### src/rtl/addsub_pkg.sv
// Shared types and constants for the multi-byte add/subtract sequencer.
package addsub_pkg;

   localparam int unsigned BYTE_W = 8;

   typedef enum logic [1:0] {
      IDLE = 2'd0,
      RUN  = 2'd1,
      DONE = 2'd2
   } state_t;

   localparam logic OP_ADD = 1'b0;
   localparam logic OP_SUB = 1'b1;

endpackage

### src/rtl/addsub.sv
// 8-bit adder-subtractor: {cout,sum} = a + (b ^ {8{add_sub}}) + cin.
module addsub
   import addsub_pkg::*;
(
   input  logic [BYTE_W-1:0] a,
   input  logic [BYTE_W-1:0] b,
   input  logic              cin,
   input  logic              add_sub,
   output logic [BYTE_W-1:0] sum,
   output logic              cout
);

   logic [BYTE_W-1:0] b_eff;

   // Invert b for subtraction; the caller supplies the +1 through cin.
   assign b_eff = b ^ {BYTE_W{add_sub}};

   // Single ripple add producing carry-out and byte sum.
   assign {cout, sum} = (BYTE_W+1)'(a) + (BYTE_W+1)'(b_eff) + (BYTE_W+1)'(cin);

endmodule

### src/rtl/addsub_seq.sv
// Wide add/subtract built by stepping one shared 8-bit addsub over the
// operands, least-significant byte first, with a registered carry chain.
module addsub_seq
   import addsub_pkg::*;
#(
   parameter  int unsigned NBYTES = 4,
   localparam int unsigned IDXW   = $clog2(NBYTES),
   localparam int unsigned W      = 8 * NBYTES
) (
   input  logic         clk,
   input  logic         rst_n,
   input  logic         req_valid,
   output logic         req_ready,
   input  logic         req_op,
   input  logic [W-1:0] req_a,
   input  logic [W-1:0] req_b,
   input  logic         req_cin,
   output logic         rsp_valid,
   input  logic         rsp_ready,
   output logic [W-1:0] rsp_result,
   output logic         rsp_cout,
   output logic         rsp_zero,
   output logic         rsp_ovf,
   output logic         busy
);

   state_t state, state_next;

   logic [NBYTES-1:0][BYTE_W-1:0] a_reg, b_reg, res_reg, res_upd;
   logic                          op_reg;
   logic                          carry_reg;
   logic [IDXW-1:0]               idx;

   logic [BYTE_W-1:0] dp_a, dp_b, dp_sum;
   logic              dp_cout;
   logic              last_c;
   logic              ovf_c;

   // Byte mux into the datapath and result image including the current byte.
   always_comb begin
      dp_a           = a_reg[idx];
      dp_b           = b_reg[idx];
      last_c         = (idx == IDXW'(NBYTES - 1));
      res_upd        = res_reg;
      res_upd[idx]   = dp_sum;
      // Effective b sign is inverted for subtract; overflow when the
      // operand signs agree and the result sign differs from a.
      ovf_c          = (a_reg[NBYTES-1][BYTE_W-1] == (b_reg[NBYTES-1][BYTE_W-1] ^ op_reg)) &&
                       (dp_sum[BYTE_W-1] != a_reg[NBYTES-1][BYTE_W-1]);
   end

   addsub u_addsub (
      .a       (dp_a),
      .b       (dp_b),
      .cin     (carry_reg),
      .add_sub (op_reg),
      .sum     (dp_sum),
      .cout    (dp_cout)
   );

   // Next-state logic for the IDLE -> RUN -> DONE sequence.
   always_comb begin
      state_next = state;
      unique case (state)
         IDLE:    if (req_valid) state_next = RUN;
         RUN:     if (last_c)    state_next = DONE;
         DONE:    if (rsp_ready) state_next = IDLE;
         default: state_next = IDLE;
      endcase
   end

   // State register and registered handshake/status flags.
   always_ff @(posedge clk) begin
      if (!rst_n) begin
         state     <= IDLE;
         req_ready <= 1'b1;
         rsp_valid <= 1'b0;
         busy      <= 1'b0;
      end else begin
         state     <= state_next;
         req_ready <= (state_next == IDLE);
         rsp_valid <= (state_next == DONE);
         busy      <= (state_next != IDLE);
      end
   end

   // Operand capture, per-byte result write, carry chain and final flags.
   always_ff @(posedge clk) begin
      if (!rst_n) begin
         a_reg     <= '0;
         b_reg     <= '0;
         res_reg   <= '0;
         op_reg    <= OP_ADD;
         carry_reg <= 1'b0;
         idx       <= '0;
         rsp_cout  <= 1'b0;
         rsp_zero  <= 1'b0;
         rsp_ovf   <= 1'b0;
      end else begin
         unique case (state)
            IDLE: begin
               if (req_valid) begin
                  a_reg     <= req_a;
                  b_reg     <= req_b;
                  op_reg    <= req_op;
                  idx       <= '0;
                  carry_reg <= (req_op == OP_SUB) ? ~req_cin : req_cin;
               end
            end
            RUN: begin
               res_reg[idx] <= dp_sum;
               carry_reg    <= dp_cout;
               if (last_c) begin
                  rsp_cout <= dp_cout;
                  rsp_zero <= (res_upd == '0);
                  rsp_ovf  <= ovf_c;
               end else begin
                  idx <= idx + IDXW'(1);
               end
            end
            default: ;
         endcase
      end
   end

   assign rsp_result = res_reg;

endmodule

### config.mk
export PLATFORM = sky130hd
export DESIGN_NAME = addsub_seq
export DESIGN_NICKNAME = d
export VERILOG_FILES = /design/src/rtl/addsub_pkg.sv /design/src/rtl/addsub.sv /design/src/rtl/addsub_seq.sv
export SDC_FILE = /design/constraint.sdc
export NUM_CORES = 1
export LEC_CHECK = 0
export CAP_MARGIN = 20
export CORE_MARGIN = 2
export CORE_UTILIZATION = 55
export CTS_CLUSTER_DIAMETER = 40
export DETAILED_ROUTE_END_ITERATION = 7
export PLACE_DENSITY_LB_ADDON = 0.1
export REMOVE_ABC_BUFFERS = 1
export SYNTH_ARGS = -nofsm -noshare
export SYNTH_HDL_FRONTEND = slang
export SYNTH_HIERARCHICAL = 1
export SYNTH_SLANG_ARGS = --single-unit
### constraint.sdc
create_clock -name clk -period 6.3 [get_ports clk]
set_input_delay 0.63 -clock clk [delete_from_list [all_inputs] [get_ports clk]]
set_output_delay 0.63 -clock clk [all_outputs]
set_load 0.005 [all_outputs]
==> results of run 1 <==
==> layout make-up <==
class                      count  area [um^2]
clock inverter                 4        75.07
multi-input combinational    394         2763
clock buffer                  11        131.4
timing repair buffer         112         1116
sequential                   108         2162
tap                          111        138.9
inverter                      14        52.55
fill                         730         2714
==> metal layers <==
| metal | routed length, um | part of all wire [%] | track usage [%] |
|---|---|---|---|
| met1 | 5168 | 45 | 29.48 |
| met2 | 5640 | 49 | 41.38 |
| met3 | 452 | 3.9 | 4.161 |
| met4 | 201 | 1.8 | 7.376 |
| met5 | 0 | 0 | 0 |
==> cell usage after synthesis (2+ instances only) <==
master / n
sky130_fd_sc_hd__nor2b_1: 30
sky130_fd_sc_hd__nor3_1: 6
sky130_fd_sc_hd__xnor2_1: 7
sky130_fd_sc_hd__buf_4: 9
sky130_fd_sc_hd__nand2_4: 3
sky130_fd_sc_hd__nor3b_1: 4
sky130_fd_sc_hd__xor2_1: 7
sky130_fd_sc_hd__buf_2: 13
sky130_fd_sc_hd__nand2_1: 149
sky130_fd_sc_hd__mux4_2: 16
sky130_fd_sc_hd__a21oi_1: 3
sky130_fd_sc_hd__fa_1: 2
sky130_fd_sc_hd__nor4_1: 5
sky130_fd_sc_hd__dfxtp_1: 108
sky130_fd_sc_hd__o211ai_1: 3
sky130_fd_sc_hd__inv_1: 14
sky130_fd_sc_hd__nor2_1: 11
sky130_fd_sc_hd__ha_1: 12
sky130_fd_sc_hd__nand2b_1: 3
sky130_fd_sc_hd__mux2i_1: 27
sky130_fd_sc_hd__a21boi_0: 64
sky130_fd_sc_hd__a32oi_1: 2
sky130_fd_sc_hd__clkbuf_1: 13
sky130_fd_sc_hd__o21a_1: 5
sky130_fd_sc_hd__a21boi_1: 10
==> kinds of logic after synthesis <==
family	Yosys count	share of synthesized area, %
compound gates	102	15.11
fa+ha+maj	14	3.693
simple gates	221	20.04
xor+xnor	14	2.381
mux	43	12.24
flops	108	41.98
buf+inv	49	4.543
==> worst min-delay path: cells and delay by family (launching register included) <==
| kind | cells | cell delay [ns] |
|---|---|---|
| AND/OR/NAND/NOR | 1 | 0.05 |
| flip-flops | 1 | 0.32 |
| AO/OA/AOI/OAI | 1 | 0.05 |
==> final timing paths <==
| check | from | to | slack (ns) |
|---|---|---|---|
| min reg2reg | a_reg[30] | a_reg[30] | 0.46 |
| max | idx[0] | rsp_zero | 2.14 |
| max reg2reg | idx[0] | rsp_zero | 2.14 |
| min | a_reg[30] | a_reg[30] | 0.46 |
==> stage by stage <==
stage | utilization (%) | hold WS (ns)
after floorplan | - | 0.4319
after global placement | 67.87 | 0.4405
after detailed placement | 67.87 | 0.4460
after CTS | 70.13 | 0.4585
after global routing | 70.35 | 0.4810
final | 70.35 | 0.4568
==> power by group <==
| group | switching [mW] | internal [mW] | total, mW |
|---|---|---|---|
| registers | 0.0250 | 0.717 | 0.742 |
| logic | 0.154 | 0.146 | 0.301 |
| clock network | 0.228 | 0.222 | 0.451 |
| total | 0.408 | 1.09 | 1.49 |
==> Flow_metrics.wiki, run 1 <==
{| class="wikitable"
! Metric !! Value
|-
| Result of the run || complete, no violations
|-
| Buffering stage count on the worst path with inverters included || 0
|-
| TritonCTS buffer count || 9
|-
| Core area || 0.009153 mm^2
|-
| Largest area contributor in the synthesized netlist || sky130_fd_sc_hd__dfxtp_1
|-
| Setup repair after global routing missed its margin || false
|-
| Arrival time worst endpoint || 4.42 ns
|-
| Async set-reset flop share out of synthesis || 0%
|-
| CTS clk-pin slew, worst paths || 0.09 ns
|-
| Cell depth of the worst hold path || 2
|-
| Max clock buf depth || 2
|-
| Fin crit share || 66.00%
|-
| Final net count || 723
|-
| Hold-fix buffers, CTS || 0
|-
| Number of sinks on the clock net || 108
|-
| Headroom to the max-slew limit || 41.13%
|-
| Post-synth top flop || sky130_fd_sc_hd__dfxtp_1
|-
| Number of global-route vias before repair || 4,036
|-
| TritonCTS clock tree || done
|-
| HPWL after detailed placement || 8308 um
|-
| Via count || 4,086
|-
| Critical Path Stages || 13
|-
| Kind of launch point of the worst setup path || flop
|-
| CP delay by family, top || compound AO/OA/AOI/OAI gates
|-
| Count of different cell masters after synthesis || 50
|-
| Max Cap Viol || 0
|-
| Worst slack at placement || 2.106 ns
|-
| Layout overhead on the synthesized area || 25.02%
|-
| Class of the most critical hold timing path || reg2reg
|-
| Transition time at the pin with the least slew margin || 0.8813 ns
|-
| Routed WL || 11,460 um
|-
| Number of cells in the design after placement || 738
|-
| Die area || 0.01015 mm^2
|-
| Post-Synthesis Mean Instance Area || 9.347 um^2
|-
| Synth warnings || 6
|-
| Fraction of the yosys area taken by sequential cells || 41.98%
|-
| Post-detailed-route count of antenna-violating nets || 0
|-
| Slowest cell on crit path || sky130_fd_sc_hd__dfxtp_1
|-
| Starting density of the core || 56.27%
|-
| Rows || 35
|-
| Largest stage delay, worst path || 0.88 ns
|-
| PortBufs || 107
|-
| Setup TNS || 0 ns
|-
| Ant diodes || 0
|-
| Maximum clock skew at final layout || 0.01607 ns
|-
| DRC violation count after routing || 0
|-
| Max Transition Viols Final || 0
|-
| Final instance count without filler cells || 754
|-
| Path depth of the worst reg2reg path || 13
|-
| Critical path, cell by cell || mux4_2, xnor2_1, fa_1, fa_1, nor2b_4, o21ai_2, a21boi_2, o21ai_1, a21oi_2, nor3_1, a32oi_1, nor3_1, a32o_2
|-
| Overall power after layout || 1.493 mW
|-
| Post-place instance area || 0.006212 mm^2
|-
| Commonest cells after routing, fill and taps aside || sky130_fd_sc_hd__nand2_1, sky130_fd_sc_hd__dfxtp_1, sky130_fd_sc_hd__clkdlybuf4s50_1
|-
| Count of flip-flops with a built-in enable after synthesis || 0
|-
| Cell types with the largest area share after synthesis || sky130_fd_sc_hd__dfxtp_1, sky130_fd_sc_hd__nand2_1, sky130_fd_sc_hd__a21boi_0, sky130_fd_sc_hd__mux4_2, sky130_fd_sc_hd__mux2i_1
|-
| Kind of end point of the critical path || flop
|-
| Total global-route track usage || 23.60%
|-
| Post-CTS Setup Bufs || 0
|-
| Maximum ir drop on the vdd rail || 0.1744 mV
|-
| Static leakage power || 2.505 nW
|-
| Number of gates resized after CTS || 0
|-
| Latest clock arrival within the worst-skew pair || 0.37 ns
|-
| Period minus WS final || 4.158 ns
|-
| Die extent in x || 100.8 um
|-
| Initial antenna violation count || 0
|-
| Crit Path Class || reg2reg
|-
| WL/cell || 15.20 um
|-
| Worst EP required || 6.56 ns
|-
| Root Buffer Master || sky130_fd_sc_hd__clkbuf_8
|-
| Final setup margin || 2.142 ns
|-
| Y dimension of the die || 100.8 um
|-
| Final design instance area without fill || 0.006439 mm^2
|-
| Total power density per cell area || 231.9 mW/mm^2
|-
| Commonest non-fill, non-tap cell in the layout || sky130_fd_sc_hd__nand2_1
|-
| Global placer's final weighted congestion || 0.8620
|-
| Maximum operating frequency || 240.5 MHz
|-
| Global route total overflow || 0
|-
| Starting DRT DRC Count || 127
|-
| Hold Violations, Final || 0
|-
| Number of ports placed on the die boundary || 108
|-
| Fraction of layout cells with a size suffix above 1 || 7.621%
|-
| Max FO, Critical Path || 13
|-
| Number of levels in the clock H-tree || 3
|-
| Mapped cell area || 0.005150 mm^2
|-
| Cell count after synthesis || 551
|-
| Proportion of netlist area held by the largest area contributor || 41.98%
|-
| Routed via count divided by cell count || 5.419
|-
| First-pass iteration count of the detailed router || 4
|-
| Largest net degree at the start of global routing || 68
|-
| Wire length of the first global-routing pass || 19,110 um
|-
| Final setup violation count || 0
|-
| Flops & latches, synth || 108
|}
Note: power is estimated with default switching activity, not from simulation.
==> run 2: changes to the inputs <==
Settings changed: CORE_UTILIZATION 55 to 51.
Clock period 6.3 ns to 4.1 ns, I/O delays scaled along.
==> run 2 against run 1 <==
Net effect:
- clock skew fell by 0.0027 ns
- register-to-register slack got worse by 1.7 ns
- worst hold slack got worse by 0.0029 ns
==> Flow_metrics.wiki, run 2 (same netlist as run 1, synthesis figures left out) <==
{| class="wikitable"
! Metric !! Value
|-
| TritonCTS clock tree || done
|-
| Beginning of the worst hold path || b_reg[24]
|-
| Routed via count divided by cell count || 5.231
|-
| CP delay by family, top || compound AO/OA/AOI/OAI gates
|-
| Max Transition Viols Final || 0
|-
| Initial antenna violation count || 0
|-
| Hold-fix buffers, CTS || 0
|-
| Static leakage power || 2.527 nW
|-
| Global placer's final weighted congestion || 0.8961
|-
| Fin crit share || 88.84%
|-
| Starting density of the core || 52.69%
|-
| PortBufs || 107
|-
| Kind of launch point of the worst setup path || flop
|-
| Source of the worst register-to-register timing path || idx[0]
|-
| Final Util || 66.26%
|-
| Buffering stage count on the worst path with inverters included || 1
|-
| Hold Violations, Final || 0
|-
| Y dimension of the die || 104.5 um
|-
| Total power density per cell area || 346.9 mW/mm^2
|-
| Max Cap Viol || 0
|-
| Die area || 0.01092 mm^2
|-
| Crit path launch || idx[0]
|-
| Starting DRT DRC Count || 115
|-
| Setup repair after global routing missed its margin || false
|-
| Commonest non-fill, non-tap cell in the layout || sky130_fd_sc_hd__nand2_1
|-
| Number of levels in the clock H-tree || 3
|-
| WL/cell || 14.89 um
|-
| Final net count || 726
|-
| Via count || 4,080
|-
| Root Buffer Master || sky130_fd_sc_hd__clkbuf_8
|-
| Latest clock arrival within the worst-skew pair || 0.37 ns
|-
| Class of the most critical hold timing path || reg2reg
|-
| DRC violation count after routing || 0
|-
| Result of the run || complete, no violations
|-
| Total global-route track usage || 21.52%
|-
| Commonest cells after routing, fill and taps aside || sky130_fd_sc_hd__nand2_1, sky130_fd_sc_hd__dfxtp_1, sky130_fd_sc_hd__clkdlybuf4s50_1
|-
| CTS clk-pin slew, worst paths || 0.10 ns
|-
| Tightest hold margin || 0.4538 ns
|-
| Critical path, cell by cell || buf_4, mux4_2, xor2_1, ha_1, nor2b_1, o211ai_1, a21boi_1, o22ai_1, xnor2_1, nor3b_1, o221ai_1, nor4_2, a32o_2
|-
| Routed WL || 11,610 um
|-
| Post-CTS Setup Bufs || 0
|-
| Layout overhead on the synthesized area || 25.75%
|-
| Headroom to the max-slew limit || 48.32%
|-
| Global route total overflow || 0
|-
| Die extent in x || 104.5 um
|-
| Post-detailed-route count of antenna-violating nets || 0
|-
| Largest stage delay, worst path || 0.56 ns
|-
| Final setup margin || 0.4576 ns
|-
| Number of gates resized after CTS || 0
|-
| Worst EP required || 4.37 ns
|-
| Final setup violation count || 0
|-
| Rows || 36
|-
| Ant diodes || 0
|-
| Number of sinks on the clock net || 108
|-
| Slowest cell on crit path || sky130_fd_sc_hd__mux4_2
|-
| TritonCTS buffer count || 9
|-
| Max FO, Critical Path || 21
|-
| First-pass iteration count of the detailed router || 4
|-
| Max clock buf depth || 2
|-
| Maximum ir drop on the vdd rail || 0.2001 mV
|-
| Maximum operating frequency || 274.5 MHz
|-
| Period minus WS final || 3.642 ns
|-
| Number of ports placed on the die boundary || 108
|-
| Setup TNS || 0 ns
|-
| Largest net degree at the start of global routing || 68
|-
| HPWL after detailed placement || 8572 um
|-
| Kind of end point of the critical path || flop
|-
| Worst slack at placement || 0.4504 ns
|-
| Number of global-route vias before repair || 4,071
|-
| Maximum clock skew at final layout || 0.01333 ns
|-
| Transition time at the pin with the least slew margin || 0.7736 ns
|-
| Wire length of the first global-routing pass || 19,330 um
|-
| Crit Path Class || reg2reg
|-
| Core area || 0.009774 mm^2
|-
| Fraction of layout cells with a size suffix above 1 || 8.501%
|-
| Arrival time worst endpoint || 3.91 ns
|}
-- run 2: worst register-to-register path, cell delays in order (launching register included) --
cell and delay, ns:
sky130_fd_sc_hd__dfxtp_1 0.36, sky130_fd_sc_hd__buf_4 0.35, sky130_fd_sc_hd__mux4_2 0.57, sky130_fd_sc_hd__xor2_1 0.18
sky130_fd_sc_hd__ha_1 0.29, sky130_fd_sc_hd__nor2b_1 0.18, sky130_fd_sc_hd__o211ai_1 0.11, sky130_fd_sc_hd__a21boi_1 0.23
sky130_fd_sc_hd__o22ai_1 0.14, sky130_fd_sc_hd__xnor2_1 0.49, sky130_fd_sc_hd__nor3b_1 0.11, sky130_fd_sc_hd__o221ai_1 0.25
sky130_fd_sc_hd__nor4_2 0.07, sky130_fd_sc_hd__a32o_2 0.23
-- run 2: metal layers --
layer / share of wire (%) / wire [um] / up-vias / GRT usage [%]
li1: - / - / 2034 / -
met1: 45 / 5195 / 1896 / 27.72
met2: 48 / 5544 / 127 / 35.85
met3: 5.6 / 645 / 23 / 3.759
met4: 2.0 / 227 / 0 / 8.494
met5: 0 / 0 / - / 0
-- run 2: final timing paths --
path | slack (ns) | to | depth (start not counted)
max | 0.46 | rsp_zero | 13
max reg2reg | 0.46 | rsp_zero | 13
min | 0.45 | b_reg[24] | 2
min reg2reg | 0.45 | b_reg[24] | 2
-- run 2: layout make-up --
type	instances	area, um^2
Inverter	14	52.55
Clock buffer	11	151.4
Timing Repair Buffer	115	1139
Clock inverter	5	42.54
Tap cell	133	166.4
Fill cell	851	3298
Multi-Input combinational cell	394	2763
Sequential cell	108	2162
-- run 2: per-stage QoR --
stage,cell area [um^2],cells,total power [mW]
3_3_place_gp,6262,763,1.616
5_1_grt,6476,780,2.344
4_1_cts,6476,780,2.259
6_report,6476,780,2.247
2_1_floorplan,4969,516,1.431
3_5_place_dp,6282,764,1.632
-- run 2: power by group --
part	switching (mW)	internal, mW
Clock	0.375	0.264
Combinational	0.240	0.232
Sequential	0.0345	1.10
==> run 3: changes to the inputs <==
Settings changed: PLACE_DENSITY from default to 0.9, PLACE_DENSITY_LB_ADDON 0.1 to default.
==> run 3 against run 2 <==
Net effect:
- worst hold slack better by 0.011 ns
- highest routed layer unchanged
- clock power is 7.2% lower
- sequential cell count stayed put
- design area is 0.17% lower
- critical endpoint unchanged
- routed wire length is 2.7% higher
- die area stayed put
==> Flow_metrics.wiki, run 3 (same netlist as run 1, synthesis figures left out) <==
{| class="wikitable"
! Metric !! Value
|-
| Number of cells in the design after placement || 764
|-
| Root Buffer Master || sky130_fd_sc_hd__clkbuf_8
|-
| CTS clk-pin slew, worst paths || 0.10 ns
|-
| Max Cap Viol || 0
|-
| Worst slack at placement || 0.4175 ns
|-
| Setup TNS || 0 ns
|-
| Result of the run || complete, no violations
|-
| Total global-route track usage || 22.77%
|-
| Number of gates resized after CTS || 0
|-
| Via count || 4,159
|-
| Fin crit share || 89.26%
|-
| Net switching share of the total power || 29.14%
|-
| Initial antenna violation count || 0
|-
| Post-place instance area || 0.006270 mm^2
|-
| HPWL after detailed placement || 9009 um
|-
| Internal power of the cells || 1.562 mW
|-
| Hold-fix buffers, CTS || 0
|-
| First-pass iteration count of the detailed router || 4
|-
| Number of levels in the clock H-tree || 3
|-
| Largest net degree at the start of global routing || 76
|-
| Sink of the worst hold path || b_reg[27]
|-
| Cell depth of the worst hold path || 2
|-
| Static leakage power || 2.516 nW
|-
| Sw power || 0.6423 mW
|-
| Crit path launch || idx[0]
|-
| Global route total overflow || 0
|-
| Max FO, Critical Path || 21
|-
| Final net count || 727
|-
| Final instance count without filler cells || 781
|-
| Beginning of the worst hold path || b_reg[27]
|-
| Maximum ir drop on the vdd rail || 0.1655 mV
|-
| Number of global-route vias before repair || 4,290
|-
| Final setup margin || 0.4402 ns
|-
| PortBufs || 107
|-
| Source of the worst register-to-register timing path || idx[0]
|-
| Die area || 0.01092 mm^2
|-
| Wire length of the first global-routing pass || 20,470 um
|-
| Period minus WS final || 3.660 ns
|-
| Setup repair after global routing missed its margin || false
|-
| Routed WL || 11,930 um
|-
| Latest clock arrival within the worst-skew pair || 0.37 ns
|-
| Y dimension of the die || 104.5 um
|-
| R2R setup slack || 0.44 ns
|-
| WL/cell || 15.28 um
|-
| Post-detailed-route count of antenna-violating nets || 0
|-
| Commonest cells after routing, fill and taps aside || sky130_fd_sc_hd__nand2_1, sky130_fd_sc_hd__dfxtp_1, sky130_fd_sc_hd__clkdlybuf4s50_1
|-
| Multi-input gate area in the final layout || 0.002763 mm^2
|-
| TritonCTS buffer count || 9
|-
| TritonCTS clock tree || done
|-
| Total power density per cell area || 341.0 mW/mm^2
|-
| Transition time at the pin with the least slew margin || 0.9995 ns
|-
| Starting DRT DRC Count || 161
|-
| Maximum operating frequency || 273.2 MHz
|-
| Clock network power share || 26.9%
|-
| Crit Path Class || reg2reg
|-
| Maximum clock skew at final layout || 0.01664 ns
|-
| Post-CTS Setup Bufs || 0
|-
| Path depth of the worst reg2reg path || 13
|-
| Hold Violations, Final || 0
|-
| Final setup violation count || 0
|-
| Ant diodes || 0
|-
| Kind of launch point of the worst setup path || flop
|-
| Commonest non-fill, non-tap cell in the layout || sky130_fd_sc_hd__nand2_1
|-
| Class of the most critical hold timing path || reg2reg
|-
| Rows || 36
|-
| Core area || 0.009774 mm^2
|-
| Final design instance area without fill || 0.006465 mm^2
|-
| Max Transition Viols Final || 0
|-
| Worst EP required || 4.36 ns
|-
| Headroom to the max-slew limit || 33.37%
|-
| Kind of end point of the critical path || flop
|-
| Arrival time worst endpoint || 3.92 ns
|-
| Portion of total power attributed to sequential cells || 51.5%
|-
| Filler cell count in the final layout || 797
|-
| Starting density of the core || 52.69%
|-
| Overall power after layout || 2.204 mW
|-
| Routed via count divided by cell count || 5.325
|-
| Combinational power share || 21.6%
|-
| Number of ports placed on the die boundary || 108
|-
| DRC violation count after routing || 0
|-
| Final Util || 66.14%
|-
| Die extent in x || 104.5 um
|-
| Global placer's final weighted congestion || 0.8686
|-
| Fraction of layout cells with a size suffix above 1 || 8.642%
|-
| Seq. cell area || 0.002162 mm^2
|-
| Max clock buf depth || 2
|-
| Number of sinks on the clock net || 108
|-
| Layout overhead on the synthesized area || 25.53%
|-
| Terminus of the critical flop-to-flop path || rsp_zero
|-
| Tightest hold margin || 0.4651 ns
|}
[run 3: changes by cell type in the layout (fill, tap and decap cells not counted), sizes merged]
cell / previous run / this run
buf: 9 / 10
clkbuf: 11 / 9
inv: 17 / 16
clkinvlp: 0 / 2
clkinv: 2 / 3
[run 3: worst max-delay path by stage]
stage,endpoint,slack [ns],cells past startpoint
after global routing,rsp_zero,0.03,13
final,rsp_zero,0.44,13
after global placement,rsp_zero,0.63,14
after detailed placement,rsp_zero,0.42,13
after CTS,rsp_zero,0.40,13
after floorplan,rsp_zero,0.20,13
[run 3: area by class of cell]
cell class / count / area share, %
Sequential cell: 108 / 33.44
Clock inverter: 7 / 0.7935
Multi-Input combinational cell: 394 / 42.73
Tap cell: 133 / 2.574
Inverter: 14 / 0.8129
Timing Repair Buffer: 116 / 17.73
Clock buffer: 9 / 1.916
[run 3: metal layers]
layer	GRT usage [%]	routed length, um	vias to the layer above
met3	5.388	620	7
met1	28.44	5171	1970
li1	-	-	2050
met4	4.247	88	0
met5	0	0	-
met2	40.24	6049	132
[run 3: power by group through the flow]
stage | clock, mW | sequential [mW] | combinational (mW)
2_1_floorplan | 0 | 1.16 | 0.273
3_3_place_gp | 0 | 1.16 | 0.460
3_5_place_dp | 0 | 1.16 | 0.476
4_1_cts | 0.596 | 1.14 | 0.477
5_1_grt | 0.652 | 1.14 | 0.524
6_report | 0.593 | 1.14 | 0.476
[run 3: worst max-delay path, stage by stage, from the launching register on]
cell                       delay (ns)
sky130_fd_sc_hd__dfxtp_1         0.37
sky130_fd_sc_hd__buf_4           0.36
sky130_fd_sc_hd__mux4_2          0.56
sky130_fd_sc_hd__xor2_1          0.17
sky130_fd_sc_hd__ha_1            0.28
sky130_fd_sc_hd__nor2b_1         0.18
sky130_fd_sc_hd__o211ai_1        0.10
sky130_fd_sc_hd__a21boi_1        0.23
sky130_fd_sc_hd__o22ai_1         0.13
sky130_fd_sc_hd__xnor2_1         0.53
sky130_fd_sc_hd__nor3b_1         0.11
sky130_fd_sc_hd__o221ai_1        0.25
sky130_fd_sc_hd__nor4_2          0.06
sky130_fd_sc_hd__a32o_2          0.23
